`src/rtl/ddr3_wr_packer_if.sv`:
```
// Bundle of configuration, word-stream and DMA-engine signals for ddr3_wr_packer.
// slave is the packer's own view; master is the environment driving it.
interface ddr3_wr_packer_if #(
  parameter int IN_WIDTH = 64
);
  logic                  cfg_start;
  logic [26:0]           cfg_addr;
  logic [26:0]           cfg_len;
  logic [IN_WIDTH-1:0]   s_data;
  logic                  s_valid;
  logic                  s_ready;
  logic                  s_last;
  logic                  write_req;
  logic [26:0]           write_start_addr;
  logic [26:0]           write_length;
  logic                  write_done;
  logic [8*IN_WIDTH-1:0] din;
  logic                  din_en;
  logic                  din_eop;
  logic                  din_rdy;
  logic                  busy;
  logic                  done;
  logic                  err_last;

  modport slave (
    input  cfg_start, cfg_addr, cfg_len, s_data, s_valid, s_last, write_done, din_rdy,
    output s_ready, write_req, write_start_addr, write_length, din, din_en, din_eop,
           busy, done, err_last
  );

  modport master (
    output cfg_start, cfg_addr, cfg_len, s_data, s_valid, s_last, write_done, din_rdy,
    input  s_ready, write_req, write_start_addr, write_length, din, din_en, din_eop,
           busy, done, err_last
  );
endinterface

```
`src/rtl/ddr3_wr_packer.sv`:
```
// Packs 64-bit words little-endian into 512-bit beats for a DMA write engine,
// issuing one write request per transfer and signalling completion.
module ddr3_wr_packer #(
  parameter int IN_WIDTH = 64
) (
  input logic            clk,
  input logic            rst,
  ddr3_wr_packer_if.slave bus
);
  localparam int LANES  = 8;
  localparam int BEAT_W = IN_WIDTH * LANES;

  typedef enum logic [1:0] {IDLE, REQ, DATA, WAIT} state_t;

  state_t              state;
  logic [2:0]          lane;
  logic [29:0]         word_cnt;
  logic [26:0]         beat_cnt;
  logic                out_valid;
  logic                done_seen;
  logic [BEAT_W-1:0]   beat_q;
  logic                eop_q;
  logic                write_req_q;
  logic                done_q;
  logic                err_q;
  logic [26:0]         addr_q;
  logic [26:0]         len_q;
  logic [IN_WIDTH-1:0] pack_q [LANES-1];

  logic [29:0]       total_words;
  logic              s_ready;
  logic              accept;
  logic              din_en;
  logic [BEAT_W-1:0] next_beat;

  assign total_words = {len_q, 3'b000};
  assign din_en      = out_valid & bus.din_rdy;
  // The 8th word may only enter when the output register is free or draining now.
  assign s_ready     = (state == DATA) && (word_cnt < total_words) &&
                       !(lane == 3'd7 && out_valid && !bus.din_rdy);
  assign accept      = bus.s_valid & s_ready;

  // NOTE: every variable assigned in always_comb gets a default first, so no latch can be inferred.
  always_comb begin
    next_beat = '0;
    for (int k = 0; k < LANES - 1; k++) next_beat[k*IN_WIDTH +: IN_WIDTH] = pack_q[k];
    next_beat[(LANES-1)*IN_WIDTH +: IN_WIDTH] = bus.s_data;
  end

  // NOTE: the staging words are always overwritten before use, so they carry no reset.
  always_ff @(posedge clk) begin
    if (accept && lane != 3'd7) pack_q[lane] <= bus.s_data;
  end

  // NOTE: sequential state uses non-blocking assignments so every register samples pre-edge values.
  always_ff @(posedge clk) begin
    if (rst) begin
      state       <= IDLE;
      lane        <= '0;
      word_cnt    <= '0;
      beat_cnt    <= '0;
      out_valid   <= 1'b0;
      done_seen   <= 1'b0;
      beat_q      <= '0;
      eop_q       <= 1'b0;
      write_req_q <= 1'b0;
      done_q      <= 1'b0;
      err_q       <= 1'b0;
      addr_q      <= '0;
      len_q       <= '0;
    end else begin
      write_req_q <= 1'b0;
      done_q      <= 1'b0;
      err_q       <= 1'b0;

      if (accept) begin
        lane     <= lane + 3'd1;
        word_cnt <= word_cnt + 30'd1;
        err_q    <= bus.s_last != (word_cnt == total_words - 30'd1);
      end

      // Loading wins over draining: a same-cycle drain frees the register for the new beat.
      if (accept && lane == 3'd7) begin
        beat_q    <= next_beat;
        eop_q     <= (word_cnt[29:3] == len_q - 27'd1);
        out_valid <= 1'b1;
      end else if (din_en) begin
        out_valid <= 1'b0;
      end

      if (din_en) beat_cnt <= beat_cnt + 27'd1;

      if (bus.write_done && (state == DATA || state == WAIT)) done_seen <= 1'b1;

      case (state)
        IDLE: begin
          if (bus.cfg_start) begin
            if (bus.cfg_len != '0) begin
              addr_q      <= bus.cfg_addr;
              len_q       <= bus.cfg_len;
              lane        <= '0;
              word_cnt    <= '0;
              beat_cnt    <= '0;
              done_seen   <= 1'b0;
              write_req_q <= 1'b1;
              state       <= REQ;
            end else begin
              done_q <= 1'b1;
            end
          end
        end
        REQ:  state <= DATA;
        DATA: if (din_en && eop_q) state <= WAIT;
        WAIT: begin
          if (done_seen && beat_cnt == len_q) begin
            done_q <= 1'b1;
            state  <= IDLE;
          end
        end
        default: state <= IDLE;
      endcase
    end
  end

  assign bus.s_ready          = s_ready;
  assign bus.write_req        = write_req_q;
  assign bus.write_start_addr = addr_q;
  assign bus.write_length     = len_q;
  assign bus.din              = beat_q;
  assign bus.din_en           = din_en;
  assign bus.din_eop          = out_valid & eop_q;
  assign bus.busy             = (state != IDLE);
  assign bus.done             = done_q;
  assign bus.err_last         = err_q;
endmodule

```
`src/flat_wrapper.sv`:
```
// flat-port wrapper written by rule: the top's interface ports become plain ports
module ddr3_wr_packer_flat 
#(
  parameter int IN_WIDTH = 64
)
  (clk, rst, bus_cfg_start, bus_cfg_addr, bus_cfg_len, bus_s_data, bus_s_valid, bus_s_last, bus_write_done, bus_din_rdy, bus_s_ready, bus_write_req, bus_write_start_addr, bus_write_length, bus_din, bus_din_en, bus_din_eop, bus_busy, bus_done, bus_err_last);
  ddr3_wr_packer_if #(.IN_WIDTH(IN_WIDTH)) bus_i ();
  input logic clk;
  input logic rst;
  input wire logic [$bits(bus_i.cfg_start)-1:0] bus_cfg_start;
  input wire logic [$bits(bus_i.cfg_addr)-1:0] bus_cfg_addr;
  input wire logic [$bits(bus_i.cfg_len)-1:0] bus_cfg_len;
  input wire logic [$bits(bus_i.s_data)-1:0] bus_s_data;
  input wire logic [$bits(bus_i.s_valid)-1:0] bus_s_valid;
  input wire logic [$bits(bus_i.s_last)-1:0] bus_s_last;
  input wire logic [$bits(bus_i.write_done)-1:0] bus_write_done;
  input wire logic [$bits(bus_i.din_rdy)-1:0] bus_din_rdy;
  output wire logic [$bits(bus_i.s_ready)-1:0] bus_s_ready;
  output wire logic [$bits(bus_i.write_req)-1:0] bus_write_req;
  output wire logic [$bits(bus_i.write_start_addr)-1:0] bus_write_start_addr;
  output wire logic [$bits(bus_i.write_length)-1:0] bus_write_length;
  output wire logic [$bits(bus_i.din)-1:0] bus_din;
  output wire logic [$bits(bus_i.din_en)-1:0] bus_din_en;
  output wire logic [$bits(bus_i.din_eop)-1:0] bus_din_eop;
  output wire logic [$bits(bus_i.busy)-1:0] bus_busy;
  output wire logic [$bits(bus_i.done)-1:0] bus_done;
  output wire logic [$bits(bus_i.err_last)-1:0] bus_err_last;
  assign bus_i.cfg_start = bus_cfg_start;
  assign bus_i.cfg_addr = bus_cfg_addr;
  assign bus_i.cfg_len = bus_cfg_len;
  assign bus_i.s_data = bus_s_data;
  assign bus_i.s_valid = bus_s_valid;
  assign bus_i.s_last = bus_s_last;
  assign bus_i.write_done = bus_write_done;
  assign bus_i.din_rdy = bus_din_rdy;
  assign bus_s_ready = bus_i.s_ready;
  assign bus_write_req = bus_i.write_req;
  assign bus_write_start_addr = bus_i.write_start_addr;
  assign bus_write_length = bus_i.write_length;
  assign bus_din = bus_i.din;
  assign bus_din_en = bus_i.din_en;
  assign bus_din_eop = bus_i.din_eop;
  assign bus_busy = bus_i.busy;
  assign bus_done = bus_i.done;
  assign bus_err_last = bus_i.err_last;
  ddr3_wr_packer #(.IN_WIDTH(IN_WIDTH)) u_core (.clk(clk), .rst(rst), .bus(bus_i));
endmodule
```
`config.mk`:
```
export PLATFORM = sky130hd
export DESIGN_NAME = ddr3_wr_packer_flat
export DESIGN_NICKNAME = d
export VERILOG_FILES = /design/src/rtl/ddr3_wr_packer_if.sv /design/src/rtl/ddr3_wr_packer.sv /design/src/flat_wrapper.sv
export SDC_FILE = /design/constraint.sdc
export NUM_CORES = 2
export LEC_CHECK = 0
export ABC_AREA = 1
export BUFFER_PORTS_ARGS = -buffer_cell sky130_fd_sc_hd__buf_2
export CELL_PAD_IN_SITES_DETAIL_PLACEMENT = 0
export CELL_PAD_IN_SITES_GLOBAL_PLACEMENT = 1
export CORE_MARGIN = 2
export CORE_UTILIZATION = 45
export CTS_BUF_LIST = sky130_fd_sc_hd__clkbuf_4
export CTS_CLUSTER_SIZE = 16
export DETAILED_ROUTE_END_ITERATION = 10
export PLACE_DENSITY_LB_ADDON = 0.1
export SLEW_MARGIN = 20
export SYNTH_ARGS = -nofsm -noshare
export SYNTH_HDL_FRONTEND = slang
export SYNTH_SLANG_ARGS = --single-unit
```
`constraint.sdc`:
```
create_clock -name clk -period 15.15 [get_ports clk]
set_input_delay 3.7875 -clock clk [delete_from_list [all_inputs] [get_ports clk]]
set_output_delay 3.7875 -clock clk [all_outputs]
set_load 0.02 [all_outputs]
```
==> reports/results.txt <==
Area of the multi-input gates -> 11000 µm²
PwrDens -> 137 nW/µm²
Post-cts gate resize count -> 0
Core area -> 85300 µm²
H-Tree Level Count -> 5
Final Util -> 54.8%
Synth Area per Inst -> 10.1 µm²
Routability cong. -> 0.866
Biggest area consumer among synthesized cells -> edfxtp_1
Critical path class -> input port to primary output
Clock root buffer -> clkbuf_4
Clock slew at reported path FFs -> 0.07 ns
Hold Buf Count CTS -> 0
Slew Viols, Final -> 0
Main combinational cell family by area after synthesis -> simple AND/OR/NAND/NOR gates
CP cell instances -> buf_2 -> inv_1 -> nand2_1 -> nor2_1 -> nor3_2 -> nand2_1 -> a21oi_2 -> a21boi_0 -> buf_2
Worst Setup Start Kind -> input port
# setup viols final -> 0
Wirelength, routed -> 121000 µm
Share of Yosys cell area claimed by the top area cell type -> 34.7%
Leak -> 0.0186 µW
Routed Antenna Nets -> 0
Setup bufs post-CTS -> 0
Mux cell area share after synthesis -> 0%
RSZ-0062 raised after global routing -> no
CTS Buf Count -> 299
WP data arrival -> 5.05 ns
Fmax achieved -> 113 MHz
Post-synthesis sequential area ratio -> 67.4%
Die Span Y -> 298 µm
Total gr overflow -> 0
Minimum clock period -> 8.84 ns
Mapped cell area -> 38800 µm²
DPL Wire Length -> 76900 µm
Share of cells above drive strength 1 -> 25.7%
Ys Warns -> 0
DRT iter0 DRCs -> 2299
Die Footprint -> 88600 µm²
Worst Hold Class -> flop to flop
Status -> complete, no violations
Post-synthesis xor/xnor area fraction -> 1.94%
IO Port Bufs -> 697
1st-pass router iterations -> 5
Required time worst endpoint -> 11.36 ns
Clock buffer depth -> 4
# DRC -> 0
IR drop worst, VDD -> 0.0717 mV
Largest net degree at the start of global routing -> 210
Post-Synthesis Cells -> 3823
Clock sink count -> 1082
Nature of the critical path endpoint -> primary output
Slowest cell on the critical path -> a21boi_0
Vias in the first global route -> 28700
Post-synthesis adder-cell area fraction -> 1.16%
Initial antenna violation count -> 3
Worst path max stage delay -> 0.33 ns
Synth Area in Compound Gates -> 8.35%
Slew HR -> 24.1%
Final Hold Fails -> 0
#FFs+latches synth -> 1082
Leading cell type in the layout, fill and taps excluded -> nand2_1
Simple-gate area share of the yosys netlist -> 16.8%
Max-Cap Viols -> 0
Initial core utilization -> 45.5%
First-pass GRT wire length -> 178000 µm
Avg WL per Cell -> 20.1 µm
Total number of vias -> 29900
Slew @ Worst Pin -> 1.14 ns
Mapped Nets -> 3984
Overall Global Routing Usage -> 26.7%
Most frequent cells in the layout -> nand2_1, buf_2, dfxtp_1
TritonCTS clock tree -> built
Final Skew -> 0.103 ns
Row count -> 107
Ports -> 698
Fin crit share -> 58.3%
Vias per cell -> 4.99
Worst-path maximum fanout -> 3
Worst skew pair latency -> 1.14 ns
Layout filler cell count -> 7925
Nets@finish -> 4803
Storage element area -> 26100 µm²
Area added between synthesis and finish -> 20.5%
Setup_tns -> 0 ns
Die W -> 298 µm
Synth cell types -> 43
Area contributors post-synth -> edfxtp_1, dfxtp_1, nand2_1
flip-flops by register name, summed over array words and instances (netlist names), 2 cells and up:
signal                       count
bus_din                        448
u_core.bus.write_length         27
u_core.lane                      3
u_core.beat_cnt                 27
u_core.state                     2
u_core.bus.din                  64
u_core.bus.write_start_addr     27
u_core.word_cnt                 30
u_core.pack_q                  448
cell usage after synthesis, drive strengths merged:
cell type  instances
a21boi             2
a21o               1
a21oi            571
and2               1
buf              124
clkbuf            80
clkinv             2
dfxtp            634
edfxtp           448
ha                36
inv              144
nand2           1325
nand3             88
nand3b            10
nand4             32
nor2             127
nor3              29
nor3b              1
nor4              14
o2111ai            1
o21a               3
o21ai             21
o21bai             1
o22ai             34
or2                7
or3                1
xnor2             30
xor2              56
power breakdown:
group	total [µW]	leakage [µW]	switching, µW	internal [µW]
Sequential	3150	0.00914	55.4	3100
Clock	2650	0.00232	1160	1500
Combinational	589	0.00718	426	163
cell families after synthesis:
| kind of cell | after synthesis |
|---|---|
| flops | 1082 |
| compound gates | 634 |
| xor+xnor | 86 |
| simple gates | 1635 |
| fa+ha+maj | 36 |
| buf+inv | 350 |
metrics by stage:
| step | power [µW] | hold slack (ns) | area [µm²] | setup WS (ns) | instances |
|---|---|---|---|---|---|
| 2_1_floorplan | 3590 | 0.452 | 38800 | 5.65 | 3823 |
| 3_3_place_gp | 3800 | 0.448 | 42900 | 6.28 | 5485 |
| 3_5_place_dp | 3800 | 0.452 | 42900 | 6.34 | 5485 |
| 4_1_cts | 6480 | 0.445 | 46700 | 6.33 | 5993 |
| 5_1_grt | 6710 | 0.470 | 46700 | 6.27 | 5995 |
| 6_report | 6400 | 0.451 | 46700 | 6.31 | 5997 |
cell type report:
type / instances / share of cell area [%]
clock buffer: 477 / 7.66
tap: 1144 / 3.06
timing repair buffer: 722 / 8.00
antenna: 4 / 0.0214
inverter: 146 / 1.19
clock inverter: 31 / 0.533
multi-input combinational: 2391 / 23.6
sequential: 1082 / 55.9
per-layer routing:
metal	routed length [µm]	GRT usage (%)
met5	0	0
met4	4360	11.7
met3	9510	8.27
met2	56000	41.7
met1	50900	34.1
path summary, 6_finish.rpt:
path,startpoint,end,slack (ns),cells after the start
worst max-delay path,bus_din_rdy,bus_s_ready,6.31,9
worst min-delay path,u_core.pack_q[0][59],bus_din[59],0.45,2
worst max register to register,u_core.bus.write_length[6],u_core.pack_q[6][63],9.85,14
worst min register to register,u_core.pack_q[0][59],bus_din[59],0.45,2
worst max-delay path, delay by kind of cell:
family          cells  cell delay (ns)
compound gates      2             0.52
simple gates        4             0.35
buf+inv             3             0.38
No activity file was read; power rests on OpenSTA's default activity.
